<file path="config.mk">
export PLATFORM = sky130hd
export DESIGN_NAME = parse_act_ram_arbiter
export DESIGN_NICKNAME = d
export VERILOG_FILES = /design/src/rtl/parse_act_ram_arbiter_pkg.sv /design/src/rtl/parse_act_ram_arbiter_rr_arbiter.sv /design/src/rtl/parse_act_ram_arbiter.sv
export SDC_FILE = /design/constraint.sdc
export NUM_CORES = 1
export LEC_CHECK = 0
export CORE_AREA = 2 2 269 271
export CTS_CLUSTER_DIAMETER = 150
export DETAILED_ROUTE_END_ITERATION = 7
export DIE_AREA = 0 0 271 273
export PLACE_DENSITY_LB_ADDON = 0.05
export REMOVE_ABC_BUFFERS = 1
export SLEW_MARGIN = 40
export SYNTH_ARGS = -nofsm -noshare
export SYNTH_HDL_FRONTEND = slang
export SYNTH_SLANG_ARGS = --single-unit
</file>
<file path="constraint.sdc">
create_clock -name axis_clk -period 4.2 [get_ports axis_clk]
set_input_delay 0.63 -clock axis_clk [delete_from_list [all_inputs] [get_ports axis_clk]]
set_output_delay 0.63 -clock axis_clk [all_outputs]
set_load 0.03 [all_outputs]
</file>
<file path="src/rtl/parse_act_ram_arbiter_pkg.sv">
// Shared constants and helpers for the parse-action RAM arbiter.
//   DefNumReq / DefAddrW / DefDataW / DefRamRdLat : default configuration
//   RespLat       : grant-to-response latency for the default RAM latency
//   onehot_to_idx : index of the set bit in a one-hot vector (up to 8 bits)
package parser_ctrl_pkg;

  localparam int unsigned DefNumReq   = 4;
  localparam int unsigned DefAddrW    = 5;
  localparam int unsigned DefDataW    = 160;
  localparam int unsigned DefRamRdLat = 1;
  localparam int unsigned RespLat     = DefRamRdLat + 2;

  function automatic int unsigned onehot_to_idx(input logic [7:0] oh);
    int unsigned idx;
    idx = 0;
    for (int unsigned i = 0; i < 8; i++) begin
      if (oh[i]) idx = i;
    end
    return idx;
  endfunction

endpackage

</file>
<file path="src/rtl/parse_act_ram_arbiter_rr_arbiter.sv">
// Combinational round-robin arbiter.
//   req_i      : request vector
//   ptr_i      : highest-priority index for this cycle
//   gnt_o      : one-hot grant (first request at or above ptr_i, wrapping)
//   next_ptr_o : index after the granted one, or ptr_i when nothing is granted
//   any_o      : a grant was made
// The pointer register lives in the instantiating module.
module rr_arbiter #(
  parameter int unsigned NumReq = 4
) (
  input  logic [NumReq-1:0]         req_i,
  input  logic [$clog2(NumReq)-1:0] ptr_i,
  output logic [NumReq-1:0]         gnt_o,
  output logic [$clog2(NumReq)-1:0] next_ptr_o,
  output logic                      any_o
);

  localparam int unsigned PtrW = $clog2(NumReq);

  always_comb begin
    int unsigned idx;
    gnt_o      = '0;
    next_ptr_o = ptr_i;
    any_o      = 1'b0;
    idx        = 0;
    for (int unsigned k = 0; k < NumReq; k++) begin
      idx = (32'(ptr_i) + k) % NumReq;
      if (!any_o && req_i[idx[PtrW-1:0]]) begin
        any_o                   = 1'b1;
        gnt_o[idx[PtrW-1:0]]    = 1'b1;
        next_ptr_o              = PtrW'((idx + 1) % NumReq);
      end
    end
  end

endmodule

</file>
<file path="src/rtl/parse_act_ram_arbiter.sv">
// Shares the parse-action RAM read port between NUM_REQ parsers (round robin) and
// drives config writes onto the RAM write port.
//   req_valid/req_addr/req_ready : per-parser read request, combinational one-hot grant
//   resp_valid/resp_id/resp_data : read response, RAM_RD_LAT+2 cycles after the grant
//   cfg_wr_*                     : config write, accepted while cfg_wr_ready is high
//   ram_wea/ram_addra/ram_dina   : registered RAM port A (write)
//   ram_addrb/ram_doutb          : registered RAM port B address and returned data
//   init_done                    : RAM usable
// Build option PARSE_ACT_INIT_CLR_EN: zero the whole RAM after reset before use.
module parse_act_ram_arbiter
  import parser_ctrl_pkg::*;
#(
  parameter int unsigned NUM_REQ    = DefNumReq,
  parameter int unsigned ADDR_W     = DefAddrW,
  parameter int unsigned DATA_W     = DefDataW,
  parameter int unsigned RAM_RD_LAT = DefRamRdLat
) (
  input  logic                      axis_clk,
  input  logic                      aresetn,
  input  logic [NUM_REQ-1:0]        req_valid,
  input  logic [NUM_REQ*ADDR_W-1:0] req_addr,
  output logic [NUM_REQ-1:0]        req_ready,
  output logic                      resp_valid,
  output logic [NUM_REQ-1:0]        resp_id,
  output logic [DATA_W-1:0]         resp_data,
  input  logic                      cfg_wr_en,
  input  logic [ADDR_W-1:0]         cfg_wr_addr,
  input  logic [DATA_W-1:0]         cfg_wr_data,
  output logic                      cfg_wr_ready,
  output logic                      ram_wea,
  output logic [ADDR_W-1:0]         ram_addra,
  output logic [DATA_W-1:0]         ram_dina,
  output logic [ADDR_W-1:0]         ram_addrb,
  input  logic [DATA_W-1:0]         ram_doutb,
  output logic                      init_done
);

  localparam int unsigned PtrW = $clog2(NUM_REQ);

  logic                 active_q;
  logic [PtrW-1:0]      rr_ptr_q, rr_ptr_d;
  logic [NUM_REQ-1:0]   gnt;
  logic                 gnt_any, grant_en;
  logic [ADDR_W-1:0]    gnt_addr;
  logic                 sweep_wr;
  logic [ADDR_W-1:0]    sweep_addr;
  logic                 wea_d;
  logic [ADDR_W-1:0]    addra_d;
  logic [DATA_W-1:0]    dina_d;
  logic                 collision;

  // Read pipeline: stage 0 is the cycle ram_addrb holds the new read.
  logic [RAM_RD_LAT:0]  vld_q;
  logic [NUM_REQ-1:0]   id_q       [RAM_RD_LAT+1];
  logic [RAM_RD_LAT:1]  byp_q;
  logic [DATA_W-1:0]    byp_data_q [1:RAM_RD_LAT];

  rr_arbiter #(
    .NumReq (NUM_REQ)
  ) u_rr_arbiter (
    .req_i      (req_valid),
    .ptr_i      (rr_ptr_q),
    .gnt_o      (gnt),
    .next_ptr_o (rr_ptr_d),
    .any_o      (gnt_any)
  );

  assign grant_en     = active_q & init_done & gnt_any;
  assign req_ready    = grant_en ? gnt : '0;
  assign gnt_addr     = req_addr[onehot_to_idx(8'(gnt))*ADDR_W +: ADDR_W];
  assign cfg_wr_ready = init_done;

`ifdef PARSE_ACT_INIT_CLR_EN
  // Counter runs 0..2^ADDR_W; the MSB marks the sweep as finished.
  logic [ADDR_W:0] sweep_cnt_q;
  logic            init_done_q;

  assign sweep_wr   = ~sweep_cnt_q[ADDR_W];
  assign sweep_addr = sweep_cnt_q[ADDR_W-1:0];
  assign init_done  = init_done_q;

  always_ff @(posedge axis_clk or negedge aresetn) begin
    if (!aresetn) begin
      sweep_cnt_q <= '0;
      init_done_q <= 1'b0;
    end else begin
      if (sweep_wr) sweep_cnt_q <= sweep_cnt_q + (ADDR_W+1)'(1);
      init_done_q <= sweep_cnt_q[ADDR_W];
    end
  end
`else
  assign sweep_wr   = 1'b0;
  assign sweep_addr = '0;
  assign init_done  = 1'b1;
`endif

  always_comb begin
    wea_d   = 1'b0;
    addra_d = ram_addra;
    dina_d  = ram_dina;
    if (sweep_wr) begin
      wea_d   = 1'b1;
      addra_d = sweep_addr;
      dina_d  = '0;
    end else if (cfg_wr_en && init_done) begin
      wea_d   = 1'b1;
      addra_d = cfg_wr_addr;
      dina_d  = cfg_wr_data;
    end
  end

  // A write landing while ram_addrb holds a fresh read at the same address would be
  // missed by the RAM read; forward the write data to that response instead.
  assign collision = vld_q[0] & ram_wea & (ram_addra == ram_addrb);

  always_ff @(posedge axis_clk or negedge aresetn) begin
    if (!aresetn) begin
      active_q   <= 1'b0;
      rr_ptr_q   <= '0;
      ram_wea    <= 1'b0;
      ram_addra  <= '0;
      ram_dina   <= '0;
      ram_addrb  <= '0;
      vld_q      <= '0;
      byp_q      <= '0;
      resp_valid <= 1'b0;
      resp_id    <= '0;
      resp_data  <= '0;
      for (int unsigned j = 0; j <= RAM_RD_LAT; j++) id_q[j] <= '0;
      for (int unsigned j = 1; j <= RAM_RD_LAT; j++) byp_data_q[j] <= '0;
    end else begin
      active_q  <= 1'b1;
      ram_wea   <= wea_d;
      ram_addra <= addra_d;
      ram_dina  <= dina_d;
      if (grant_en) begin
        rr_ptr_q  <= rr_ptr_d;
        ram_addrb <= gnt_addr;
      end
      vld_q[0] <= grant_en;
      id_q[0]  <= req_ready;
      for (int unsigned j = 1; j <= RAM_RD_LAT; j++) begin
        vld_q[j] <= vld_q[j-1];
        id_q[j]  <= id_q[j-1];
      end
      byp_q[1]      <= collision;
      byp_data_q[1] <= ram_dina;
      for (int unsigned j = 2; j <= RAM_RD_LAT; j++) begin
        byp_q[j]      <= byp_q[j-1];
        byp_data_q[j] <= byp_data_q[j-1];
      end
      resp_valid <= vld_q[RAM_RD_LAT];
      if (vld_q[RAM_RD_LAT]) begin
        resp_id   <= id_q[RAM_RD_LAT];
        resp_data <= byp_q[RAM_RD_LAT] ? byp_data_q[RAM_RD_LAT] : ram_doutb;
      end
    end
  end

endmodule

</file>
==> summary.txt <==
GRT
  • Overall fraction of global-route tracks in use: roughly 17%
  • Vias in the first global route: 13500
  • First-pass GRT wire length: 96.0 mm
  • GRT overflow: 0
  • Initial antenna violation count: 16
  • Largest net degree at the start of global routing: 100

Die
  • Die width: 271 µm
  • I/O pins: between 600 and 700
  • Chip height: 273 µm
  • Core Rows: 98
  • Core Area: 71000 µm²
  • Starting Density: between 20% and 30%
  • Die Area: 74000 µm²

Route
  • DR vias: 13100
  • Vias per cell: 4.32
  • Drt first pass iters: 7
  • # DRC: 0
  • Routed wire length: 66.2 mm
  • Routed WL per cell: roughly 22 µm
  • DRT iter0 DRCs: roughly 570
  • Post-DRT Antenna Nets: 0

Timing
  • Max_slew headroom: 44.9%
  • Fin. Hold Viols: 0
  • Slew @ Worst Pin: around 0.83 ns
  • Final min period: slightly above 4 ns
  • Fin. max-slew vios: 0
  • Maximum achievable frequency: between 0.2 and 0.25 GHz
  • Clk_skew: 0.0143 ns
  • Fin Hold WS: around 0.37 ns
  • Crit share post-route: 96.8%
  • # setup viols final: 0
  • Sum Neg Setup Slack: 0 ns

Logic synthesis
  • Mapped cell area: 18800 µm²
  • Sequential fraction of the synthesis area: 67.9%
  • #FFs+latches synth: 510
  • Synth Instances: between 1000 and 1500
  • Asr flop ratio synth: 100%
  • Top FF cell, synth: dfrtp_1
  • Syn. warnings: 0
  • Post-Syn Area per Cell: 14.0 µm²
  • EDFF count, synth: 0
  • Post-synth cell types: 45

Pwr
  • Maximum vdd drop: 303 µV
  • Pwr/cell area: 499 nW/µm²
  • Leakage power: 11.6 nW

Worst setup path
  • Worst R2R Setup Slack: 1.09 ns
  • Critical path class: reg2out
  • Worst EP required: 3.57 ns
  • Startpoint types: flop
  • Arr. time, crit path: 3.44 ns
  • Crit-path max FO: 12
  • Reg2Reg Depth: 8
  • R2r endpoint: ram_addrb[2]
  • Crit. End Element: output pin
  • FF-to-FF Start: rr_ptr_q[1]

Run
  • Max Cap Viol: 0

Clock tree
  • H-tree depth: 2
  • Root buf cell: clkbuf_16
  • Clk sinks: 510
  • CTS tree: yes
  • Worst skew pair latency: 0.60 ns
  • Cts bufs inserted: 58
  • Clock Pin Slew Worst Setup and Hold Paths: 0.06 ns
  • CTS max path bufs: 3

Hold path
  • Hold path start: id_q[7]
  • Hold Path Class: reg2reg
  • Worst Hold End: id_q[3]
  • Hold path cells: 0

Finish
  • Nets: 2396
  • Final Util: 40.6%
  • Synth-to-Final Area Change: 53.4%
  • Share of cells above drive strength 1: 14.5%

Place
  • Post-DP HPWL: about 48 mm
  • Port Buf Inserts: 691
  • RePlAce Congestion: 0.822

Status
  • Status: complete, no violations
[registers in the layout, summed over array words and instances, names as in the netlist]
signal	count
active_q	1
byp_data_q	160
byp_q	1
id_q	8
ram_addra	5
ram_addrb	5
ram_dina	160
ram_wea	1
resp_data	160
resp_id	4
resp_valid	1
rr_ptr_q	2
vld_q	2
[layer usage]
metal | wire length (µm) | share of wire (%) | vias up | global-route usage (%)
li1 | - | - | 6090 | -
met1 | 24900 | 38 | 6481 | 19.6
met2 | 34100 | 51 | 420 | 30.8
met3 | 5630 | 8.5 | 108 | 6.84
met4 | 1520 | 2.3 | 20 | 4.70
met5 | 116 | 0.18 | - | 0
[worst max-delay path by stage]
stage,startpoint,to,slack (ns),cells past startpoint
after floorplan,vld_q[1],resp_id[0],-1.71,1
after global placement,req_valid[2],req_ready[1],0.23,6
after detailed placement,req_valid[2],req_ready[1],0.19,6
after CTS,rr_ptr_q[1],req_ready[3],0.02,8
after global routing,rr_ptr_q[1],req_ready[2],-0.06,7
final,rr_ptr_q[1],req_ready[2],0.13,7
[synth_stat cells, drive strengths merged, types with 2 or more instances]
master   instances  area (µm²)
a2bb2oi          5        43.8
mux2           171        1930
xnor2            6        52.6
buf             26         130
nor2           168         631
a21oi          162         811
nand2            9        33.8
nor2b            2        20.0
nor3b            2        15.0
a221oi           2        17.5
and2             2        12.5
a22oi            2        20.0
clkbuf          60         225
nand2b           3        18.8
dfrtp          510       12800
o211ai           5        37.5
a211o            2        17.5
inv              6        22.5
mux2i          167        1670
nand4            6        37.5
mux4             3        67.6
o21ai            6        30.0
ha               6        75.1
[what timing repair did]
| action | 4_1_cts | 5_1_grt |
|---|---|---|
| endpoints found under the hold margin | 0 | 48 |
| setup buffers | 0 | 0 |
| gates resized for setup | 4 | 3 |
| setup endpoints to repair | 4 | 3 |
| hold buffers | 0 | 1 |
[per-stage QoR]
| stage | std cells | cell area [µm²] | power [W] | setup WS (ns) |
|---|---|---|---|---|
| floorplan | 1263 | 18500 | 0.00769 | -1.71 |
| global placement | 2926 | 26800 | 0.00938 | 0.232 |
| detailed placement | 2926 | 26900 | 0.00942 | 0.191 |
| CTS | 3028 | 28800 | 0.0146 | 0.0206 |
| global route | 3032 | 28800 | 0.0151 | -0.0552 |
| finish | 3040 | 28800 | 0.0144 | 0.133 |
[worst max-delay path: stages, from the launching register on]
cell,delay (ns)
dfrtp_2,0.50
inv_1,0.09
ha_1,0.38
mux4_2,0.64
a2111oi_1,0.55
a211o_1,0.32
and2_1,0.19
buf_4,0.17
[kinds of logic (layout without fill, tap and decap cells)]
kind of cell | after synthesis | after routing | synth area share [%]
buffers and inverters | 92 | 823 | 2.01
XOR/XNOR | 6 | 6 | 0.280
flip-flops | 510 | 510 | 67.9
multiplexers | 341 | 341 | 19.5
adder cells (fa/ha/maj) | 6 | 6 | 0.399
other | 1 | 13 | 0.0199
AO/OA/AOI/OAI | 192 | 192 | 5.56
AND/OR/NAND/NOR | 199 | 199 | 4.35
[placed cells by master, fill, tap and decap left out, types with 3 or more instances in the layout]
master             n
clkdlybuf4s50_1  685
dfrtp_1          507
mux2_2           171
nor2_1           168
mux2i_1          167
a21oi_1          162
clkbuf_16         59
clkbuf_8          17
buf_4             14
clkinv_2          12
diode_2           10
nand2_1            9
clkbuf_1           9
buf_12             9
inv_1              6
xnor2_1            6
nand4_1            6
ha_1               6
o21ai_0            5
a2bb2oi_1          5
o211ai_1           5
nand2b_1           3
mux4_2             3
conb_1             3
bufinv_16          3
[area by class of cell]
| class | instances | area (µm²) |
|---|---|---|
| antenna | 10 | 25.0 |
| clock buffer | 85 | 1740 |
| clock inverter | 17 | 168 |
| fill | 6703 | 42200 |
| inverter | 6 | 22.5 |
| multi-input combinational | 747 | 5670 |
| sequential | 510 | 12800 |
| tap | 950 | 1190 |
| timing repair buffer | 715 | 7240 |
[where the power goes]
group          total, W  internal [W]  leakage [nW]  switching [W]
clock network   0.00507       0.00303         0.958        0.00203
logic           0.00345       0.00156          4.71        0.00190
registers       0.00586       0.00550          5.89       0.000360
total            0.0144        0.0101          11.6        0.00429
Note: power is estimated with default switching activity, not from simulation.
